$ cat src/rtl/flash_access_arbiter_if.sv
// Request/response bundle between core, debug port, flash read path and the flash access arbiter.
interface flash_access_arbiter_if #(
    parameter int unsigned AW = 12
);
    logic [31:0]   instr_bus_address;
    logic [31:0]   data_bus_addr;
    logic [1:0]    data_bus_mode;
    logic [1:0]    data_bus_reqw;
    logic          dbg_req;
    logic [31:0]   dbg_addr;
    logic [31:0]   flash_rdata;
    logic [AW-1:0] flash_addr;
    logic          stall;
    logic          instr_hold;
    logic          load_valid;
    logic          dbg_ack;
    logic [31:0]   dbg_rdata;
    logic          wr_fault;
    logic          align_fault;

    modport master (
        output instr_bus_address, data_bus_addr, data_bus_mode, data_bus_reqw,
        output dbg_req, dbg_addr, flash_rdata,
        input  flash_addr, stall, instr_hold, load_valid, dbg_ack, dbg_rdata,
        input  wr_fault, align_fault
    );

    modport slave (
        input  instr_bus_address, data_bus_addr, data_bus_mode, data_bus_reqw,
        input  dbg_req, dbg_addr, flash_rdata,
        output flash_addr, stall, instr_hold, load_valid, dbg_ack, dbg_rdata,
        output wr_fault, align_fault
    );
endinterface

$ cat src/rtl/flash_access_arbiter.sv
// Single-port program flash sequencer: arbitrates fetch, CPU loads and debug reads, drives stall/hold.
// Optional misaligned-load trapping is enabled with `define FLASH_ARB_ALIGN_CHECK_EN.
module flash_access_arbiter #(
    parameter logic [31:0] FLASH_LIMIT = 32'h3000,
    parameter int unsigned AW          = 12
) (
    input logic                   clk,
    input logic                   reset,
    flash_access_arbiter_if.slave bus
);
    localparam int unsigned DW = 32;

    typedef enum logic [1:0] {
        FETCH    = 2'd0,
        LOAD     = 2'd1,
        DBG_ADDR = 2'd2,
        DBG_DATA = 2'd3
    } state_t;

    state_t        state;
    state_t        next_state;
    logic          load_last;
    logic          dbg_ack_q;
    logic [DW-1:0] dbg_rdata_q;
    logic          wr_fault_q;

    logic          flash_load_c;
    logic          flash_write_c;
    logic          misalign_c;
    logic          dbg_pend_c;
    logic          load_go_c;
    logic          stall_c;
    logic          instr_hold_c;
    logic          load_valid_c;
    logic [AW-1:0] flash_addr_c;

    // Data-bus decode of accesses that target the flash region
    assign flash_load_c  = (bus.data_bus_mode == 2'b01) && (bus.data_bus_addr < FLASH_LIMIT);
    assign flash_write_c = (bus.data_bus_mode == 2'b10) && (bus.data_bus_addr < FLASH_LIMIT);
    // The ack cycle masks a still-held dbg_req so one request yields one ack
    assign dbg_pend_c    = bus.dbg_req && !dbg_ack_q;

`ifdef FLASH_ARB_ALIGN_CHECK_EN
    logic align_fault_q;

    assign misalign_c = ((bus.data_bus_reqw == 2'b00) && (bus.data_bus_addr[1:0] != 2'b00)) ||
                        ((bus.data_bus_reqw == 2'b01) && (bus.data_bus_addr[1:0] == 2'b11));

    always_ff @(posedge clk) begin
        if (!reset) begin
            align_fault_q <= 1'b0;
        end else begin
            align_fault_q <= (state == FETCH) && flash_load_c && misalign_c;
        end
    end

    assign bus.align_fault = align_fault_q;
`else
    assign misalign_c      = 1'b0;
    assign bus.align_fault = 1'b0;
`endif

    // A load directly after a load yields to a waiting debug read
    assign load_go_c = (state == FETCH) && flash_load_c && !misalign_c &&
                       !(load_last && dbg_pend_c);

    // Next state and the per-cycle flash address / pipeline control
    always_comb begin
        next_state   = state;
        stall_c      = 1'b0;
        instr_hold_c = 1'b0;
        load_valid_c = 1'b0;
        flash_addr_c = bus.instr_bus_address[AW+1:2];
        if (reset) begin
            unique case (state)
                FETCH: begin
                    if (load_go_c) begin
                        stall_c      = 1'b1;
                        flash_addr_c = bus.data_bus_addr[AW+1:2];
                        next_state   = LOAD;
                    end else if (dbg_pend_c) begin
                        stall_c      = 1'b1;
                        flash_addr_c = bus.dbg_addr[AW+1:2];
                        next_state   = DBG_ADDR;
                    end
                end
                LOAD: begin
                    load_valid_c = 1'b1;
                    instr_hold_c = 1'b1;
                    next_state   = FETCH;
                end
                DBG_ADDR: begin
                    instr_hold_c = 1'b1;
                    next_state   = DBG_DATA;
                end
                DBG_DATA: begin
                    next_state = FETCH;
                end
            endcase
        end
    end

    always_ff @(posedge clk) begin
        if (!reset) begin
            state       <= FETCH;
            load_last   <= 1'b0;
            dbg_ack_q   <= 1'b0;
            dbg_rdata_q <= '0;
            wr_fault_q  <= 1'b0;
        end else begin
            state      <= next_state;
            dbg_ack_q  <= (state == DBG_DATA);
            wr_fault_q <= flash_write_c;
            if (state == FETCH) begin
                load_last <= load_go_c;
            end
            if (state == DBG_DATA) begin
                dbg_rdata_q <= bus.flash_rdata;
            end
        end
    end

    assign bus.flash_addr = flash_addr_c;
    assign bus.stall      = stall_c;
    assign bus.instr_hold = instr_hold_c;
    assign bus.load_valid = load_valid_c;
    assign bus.dbg_ack    = dbg_ack_q;
    assign bus.dbg_rdata  = dbg_rdata_q;
    assign bus.wr_fault   = wr_fault_q;

    // Byte-lane and out-of-window address bits carry no meaning here
    logic unused_bits;
    assign unused_bits = ^{bus.instr_bus_address[DW-1:AW+2], bus.instr_bus_address[1:0],
                           bus.dbg_addr[DW-1:AW+2], bus.dbg_addr[1:0], bus.data_bus_reqw};
endmodule

$ cat src/flat_wrapper.sv
// flat-port wrapper written by rule: the top's interface ports become plain ports
module flash_access_arbiter_flat 
#(
    parameter logic [31:0] FLASH_LIMIT = 32'h3000,
    parameter int unsigned AW          = 12
)
  (clk, reset, bus_instr_bus_address, bus_data_bus_addr, bus_data_bus_mode, bus_data_bus_reqw, bus_dbg_req, bus_dbg_addr, bus_flash_rdata, bus_flash_addr, bus_stall, bus_instr_hold, bus_load_valid, bus_dbg_ack, bus_dbg_rdata, bus_wr_fault, bus_align_fault);
  flash_access_arbiter_if #(.AW(AW)) bus_i ();
  input logic clk;
  input logic reset;
  input wire logic [$bits(bus_i.instr_bus_address)-1:0] bus_instr_bus_address;
  input wire logic [$bits(bus_i.data_bus_addr)-1:0] bus_data_bus_addr;
  input wire logic [$bits(bus_i.data_bus_mode)-1:0] bus_data_bus_mode;
  input wire logic [$bits(bus_i.data_bus_reqw)-1:0] bus_data_bus_reqw;
  input wire logic [$bits(bus_i.dbg_req)-1:0] bus_dbg_req;
  input wire logic [$bits(bus_i.dbg_addr)-1:0] bus_dbg_addr;
  input wire logic [$bits(bus_i.flash_rdata)-1:0] bus_flash_rdata;
  output wire logic [$bits(bus_i.flash_addr)-1:0] bus_flash_addr;
  output wire logic [$bits(bus_i.stall)-1:0] bus_stall;
  output wire logic [$bits(bus_i.instr_hold)-1:0] bus_instr_hold;
  output wire logic [$bits(bus_i.load_valid)-1:0] bus_load_valid;
  output wire logic [$bits(bus_i.dbg_ack)-1:0] bus_dbg_ack;
  output wire logic [$bits(bus_i.dbg_rdata)-1:0] bus_dbg_rdata;
  output wire logic [$bits(bus_i.wr_fault)-1:0] bus_wr_fault;
  output wire logic [$bits(bus_i.align_fault)-1:0] bus_align_fault;
  assign bus_i.instr_bus_address = bus_instr_bus_address;
  assign bus_i.data_bus_addr = bus_data_bus_addr;
  assign bus_i.data_bus_mode = bus_data_bus_mode;
  assign bus_i.data_bus_reqw = bus_data_bus_reqw;
  assign bus_i.dbg_req = bus_dbg_req;
  assign bus_i.dbg_addr = bus_dbg_addr;
  assign bus_i.flash_rdata = bus_flash_rdata;
  assign bus_flash_addr = bus_i.flash_addr;
  assign bus_stall = bus_i.stall;
  assign bus_instr_hold = bus_i.instr_hold;
  assign bus_load_valid = bus_i.load_valid;
  assign bus_dbg_ack = bus_i.dbg_ack;
  assign bus_dbg_rdata = bus_i.dbg_rdata;
  assign bus_wr_fault = bus_i.wr_fault;
  assign bus_align_fault = bus_i.align_fault;
  flash_access_arbiter #(.FLASH_LIMIT(FLASH_LIMIT), .AW(AW)) u_core (.clk(clk), .reset(reset), .bus(bus_i));
endmodule
$ cat config.mk
export PLATFORM = sky130hd
export DESIGN_NAME = flash_access_arbiter_flat
export DESIGN_NICKNAME = d
export VERILOG_FILES = /design/src/rtl/flash_access_arbiter_if.sv /design/src/rtl/flash_access_arbiter.sv /design/src/flat_wrapper.sv
export SDC_FILE = /design/constraint.sdc
export NUM_CORES = 1
export LEC_CHECK = 0
export BUFFER_PORTS_ARGS = -buffer_cell sky130_fd_sc_hd__buf_2
export CAP_MARGIN = 10
export CORE_MARGIN = 3
export CORE_UTILIZATION = 33
export DETAILED_ROUTE_END_ITERATION = 10
export GPL_ROUTABILITY_DRIVEN = 0
export HOLD_SLACK_MARGIN = 0.1
export PLACE_DENSITY_LB_ADDON = 0.08
export SYNTH_ARGS = -nofsm -noshare
export SYNTH_HDL_FRONTEND = slang
export SYNTH_SLANG_ARGS = --single-unit
export TNS_END_PERCENT = 1
$ cat constraint.sdc
create_clock -name clk -period 3.2 [get_ports clk]
set_input_delay 0.96 -clock clk [delete_from_list [all_inputs] [get_ports clk]]
set_output_delay 0.96 -clock clk [all_outputs]
set_load 0.05 [all_outputs]
==> impl_summary.log <==
INFO  metric route.final.wire_length = 5600 microns
INFO  metric rsz_0062_raised_after_global_routing = true
INFO  metric synth_cell_type_count = 27
INFO  metric tritoncts_buffers = 5
INFO  metric ys_seq_area_share = 39.4%
INFO  metric p_per_area = 481 nW/um^2
INFO  metric drt-initial-drc-count = 31
INFO  metric ir_drop_worst_case_vdd = ~0.00028 V
INFO  metric clock_insertion_delay_worst_skew = 280 ps
INFO  metric postSynthAreaPerCell = between 10 and 15 sq um
INFO  metric achievable_clock_frequency = 0.282 GHz
INFO  metric first_pass_grt_wire_length = about 8300 microns
INFO  metric cap_violations = 0
INFO  metric pre_cts_ws = -428 ps
INFO  metric critical_path.startpoint_type = input port
INFO  metric start_util = 35.4%
INFO  metric ctsRootBufferMaster = sky130_fd_sc_hd__clkbuf_8
INFO  metric die_width = 81.4 microns
INFO  metric critPathMaxFanout = 12
INFO  metric final_period_minus_worst_setup_slack = between 3000 and 4000 ps
INFO  metric reg2reg_setup_slack = between 1000 and 1500 ps
INFO  metric worst_setup_path_startpoint = bus_data_bus_addr[21]
INFO  metric cts_sinks = 37
INFO  metric grt_util_all_layers = 16.1%
INFO  metric syn-num-nets = 323
INFO  metric final_critical_path_setup_slack = -345 ps
INFO  metric final_core_util = 59.0%
INFO  metric placement.io_buffers = 139
INFO  metric detail_route.vias_per_cell = 4.72
INFO  metric violated_checks = negative setup slack
INFO  metric final-setup-viol-count = 13
INFO  metric cp_num_cells = 8
INFO  metric num-nets-final = between 400 and 500
INFO  metric data_arrival_at_the_endpoint_of_the_critical_path = 2590 ps
INFO  metric die_height = 81.4 microns
INFO  metric finalHoldViolCount = 0
INFO  metric transition_time_at_the_pin_with_the_least_slew_margin = 998 ps
INFO  metric ant_nets = 0
INFO  metric setup.worst_path.class = input port to output pin
INFO  metric nFillCells = 479
INFO  metric grt_remaining_overflow = 0
INFO  metric cpLargestDelayFamily = simple AND/OR/NAND/NOR gates
INFO  metric slowest_stage_delay_cp = 320 ps
INFO  metric post_drt_wl_per_cell = 13.9 microns
INFO  metric synth.yosys.warnings = 0
INFO  metric syn_area = 1880 sq um
INFO  metric flow.area_growth_from_synthesis = 66.7%
INFO  metric worst_hold_path_class = flop to flop
INFO  metric cp-endpoint = bus_flash_addr[0]
INFO  metric mostFrequentLayoutCells = sky130_fd_sc_hd__buf_2 (121), sky130_fd_sc_hd__dfxtp_1 (37), sky130_fd_sc_hd__nor2b_1 (35)
INFO  metric htree_num_levels = 2
INFO  metric multi_input_area = 1210 sq um
INFO  metric post_route_cells_drive_above_1_share = between 50% and 60%
INFO  metric diodes = 0
INFO  metric synthesized_instance_count = roughly 180
INFO  metric worstPathRequired = 2240 ps
INFO  metric postSynthRegisterBits = 37
INFO  metric sequential_cell_area = 741 sq um
INFO  metric hpwlAfterDp = 4360 microns
INFO  metric capturing_element_type_of_the_critical_path = output pin
INFO  metric ioPinCount = 185
INFO  metric slew_headroom = approximately 33%
INFO  metric hold_buffers = 0
INFO  metric final_common_cell = sky130_fd_sc_hd__buf_2
INFO  metric path_cells = buf_4, nor4_4, nand3_2, nor4_4, o211a_1, buf_12, o221a_2, buf_6
INFO  metric period_share = 111%
INFO  metric static-leakage-power = roughly 1.4 nW
INFO  metric crit_top_cell = sky130_fd_sc_hd__nor4_4
INFO  metric critical_path.reg2reg.endpoint = u_core.bus.dbg_rdata[3]
INFO  metric via_count_of_the_first_global_routing_pass = 1811
INFO  metric cts_tree = done
INFO  metric antenna_found_initial = 0
INFO  metric clk_pin_slew = around 60 ps
INFO  metric timing.rr.start = u_core.state[0]
INFO  metric clock_path_buffers = 2
INFO  metric core = 5300 sq um
INFO  metric critical-path-slowest-cell = sky130_fd_sc_hd__nor4_4
INFO  metric outcome = complete, but fails checks
INFO  metric maximum_number_of_pins_on_one_net_before_global_route_repair = 41
INFO  metric floorplan.rows = 26
INFO  metric timing.reg2reg.worst_path_depth = 3
INFO  metric finalClockSkew = 2.05 ps
INFO  metric finalMaxSlewViolations = 0
INFO  metric critical_path.n_buffers_inverters = 3
INFO  metric number_of_detailed_routing_iterations_run_before_antenna_repair = 3
INFO  metric remaining_drcs = 0
INFO  metric via_count = 1905
INFO  metric die_area = 6630 sq um
cells by family (layout without fill, tap and decap cells):
kind of cell	after synthesis	count (layout)	synth area share [%]
buf+inv	15	166	4.20
simple gates	73	73	25.4
flops	37	37	39.4
fa+ha+maj	5	5	3.33
mux	33	33	17.6
other cells	1	1	0.200
compound gates	19	19	9.86
state kept, by name, summed over array words and instances, names as in the netlist:
name / flops
u_core.bus.dbg_ack: 1
u_core.bus.dbg_rdata: 32
u_core.bus.wr_fault: 1
u_core.load_last: 1
u_core.state: 2
worst reg2reg max path, cell delays in order, from the launching register on:
cell                      delay (ps)
sky130_fd_sc_hd__dfxtp_1         390
sky130_fd_sc_hd__ha_2            870
sky130_fd_sc_hd__mux2i_1         310
sky130_fd_sc_hd__nor2b_1          60
synth_stat cells (all sizes together):
master,n,area share [%]
a211oi,1,0.40
a31oi,1,0.33
and2,4,1.3
buf,6,2.4
clkbuf,7,1.4
conb,1,0.20
dfxtp,37,39
ha,5,3.3
inv,2,0.40
mux2i,33,18
nand2,4,0.80
nand2b,2,0.67
nand3,4,1.1
nand4b,1,0.47
nor2b,35,12
nor4,10,5.0
o2111ai,1,0.47
o211a,1,0.53
o21ai,2,0.53
o221a,12,7.2
o31ai,1,0.40
or3,12,4.0
or4,1,0.40
per-layer routing:
metal | GRT usage [%] | share of wire (%) | wire (microns) | up-vias
li1 | - | - | - | 961
met1 | 18.2 | 39 | 2180 | 839
met2 | 27.4 | 46 | 2600 | 98
met3 | 6.03 | 14 | 763 | 7
met4 | 6.08 | 1.1 | 62 | 0
met5 | 0 | 0 | 0 | -
power breakdown:
group	leakage [nW]	total, W	internal (W)	switching [W]
clock	0.0443	0.000318	0.000171	0.000147
combinational	1.01	0.000672	0.000283	0.000389
sequential	0.299	0.000516	0.000495	0.0000204
worst min-delay path by stage:
stage                                         from                  endpoint  slack, ps  cells past startpoint
after detailed placement  u_core.bus.dbg_rdata[31]  u_core.bus.dbg_rdata[31]        500                      2
after floorplan                    u_core.state[1]           u_core.state[1]        470                      2
final                             u_core.load_last          u_core.load_last        510                      2
after global routing       u_core.bus.dbg_rdata[8]   u_core.bus.dbg_rdata[8]        540                      2
after global placement     u_core.bus.dbg_rdata[5]   u_core.bus.dbg_rdata[5]        490                      2
after CTS                          u_core.state[1]           u_core.state[1]        520                      2
repair_timing:
item                                    CTS  global route
endpoints found under the setup margin   13            13
resized for setup                        36            18
pin swaps                                 3             5
buffers inserted                          2             1
gates cloned                              0             0
area by class of cell:
class	count	area share (%)
flip-flops and latches	37	23.7
multi-input cells	131	38.7
repair buffers	157	31.9
clock buffers	7	2.76
inverters	2	0.240
well taps	70	2.80
metrics by stage:
stage | TNS [ps] | hold slack, ps | cells | power (W) | cell area (sq um)
floorplan | -1310 | 469 | 183 | 0.000965 | 1990
global placement | -5550 | 491 | 394 | 0.00112 | 2820
detailed placement | -5210 | 501 | 394 | 0.00112 | 2820
CTS | -4030 | 520 | 403 | 0.00151 | 3040
global route | -5020 | 537 | 404 | 0.00158 | 3130
finish | -4120 | 509 | 404 | 0.00151 | 3130
No activity file was read; power rests on OpenSTA's default activity.
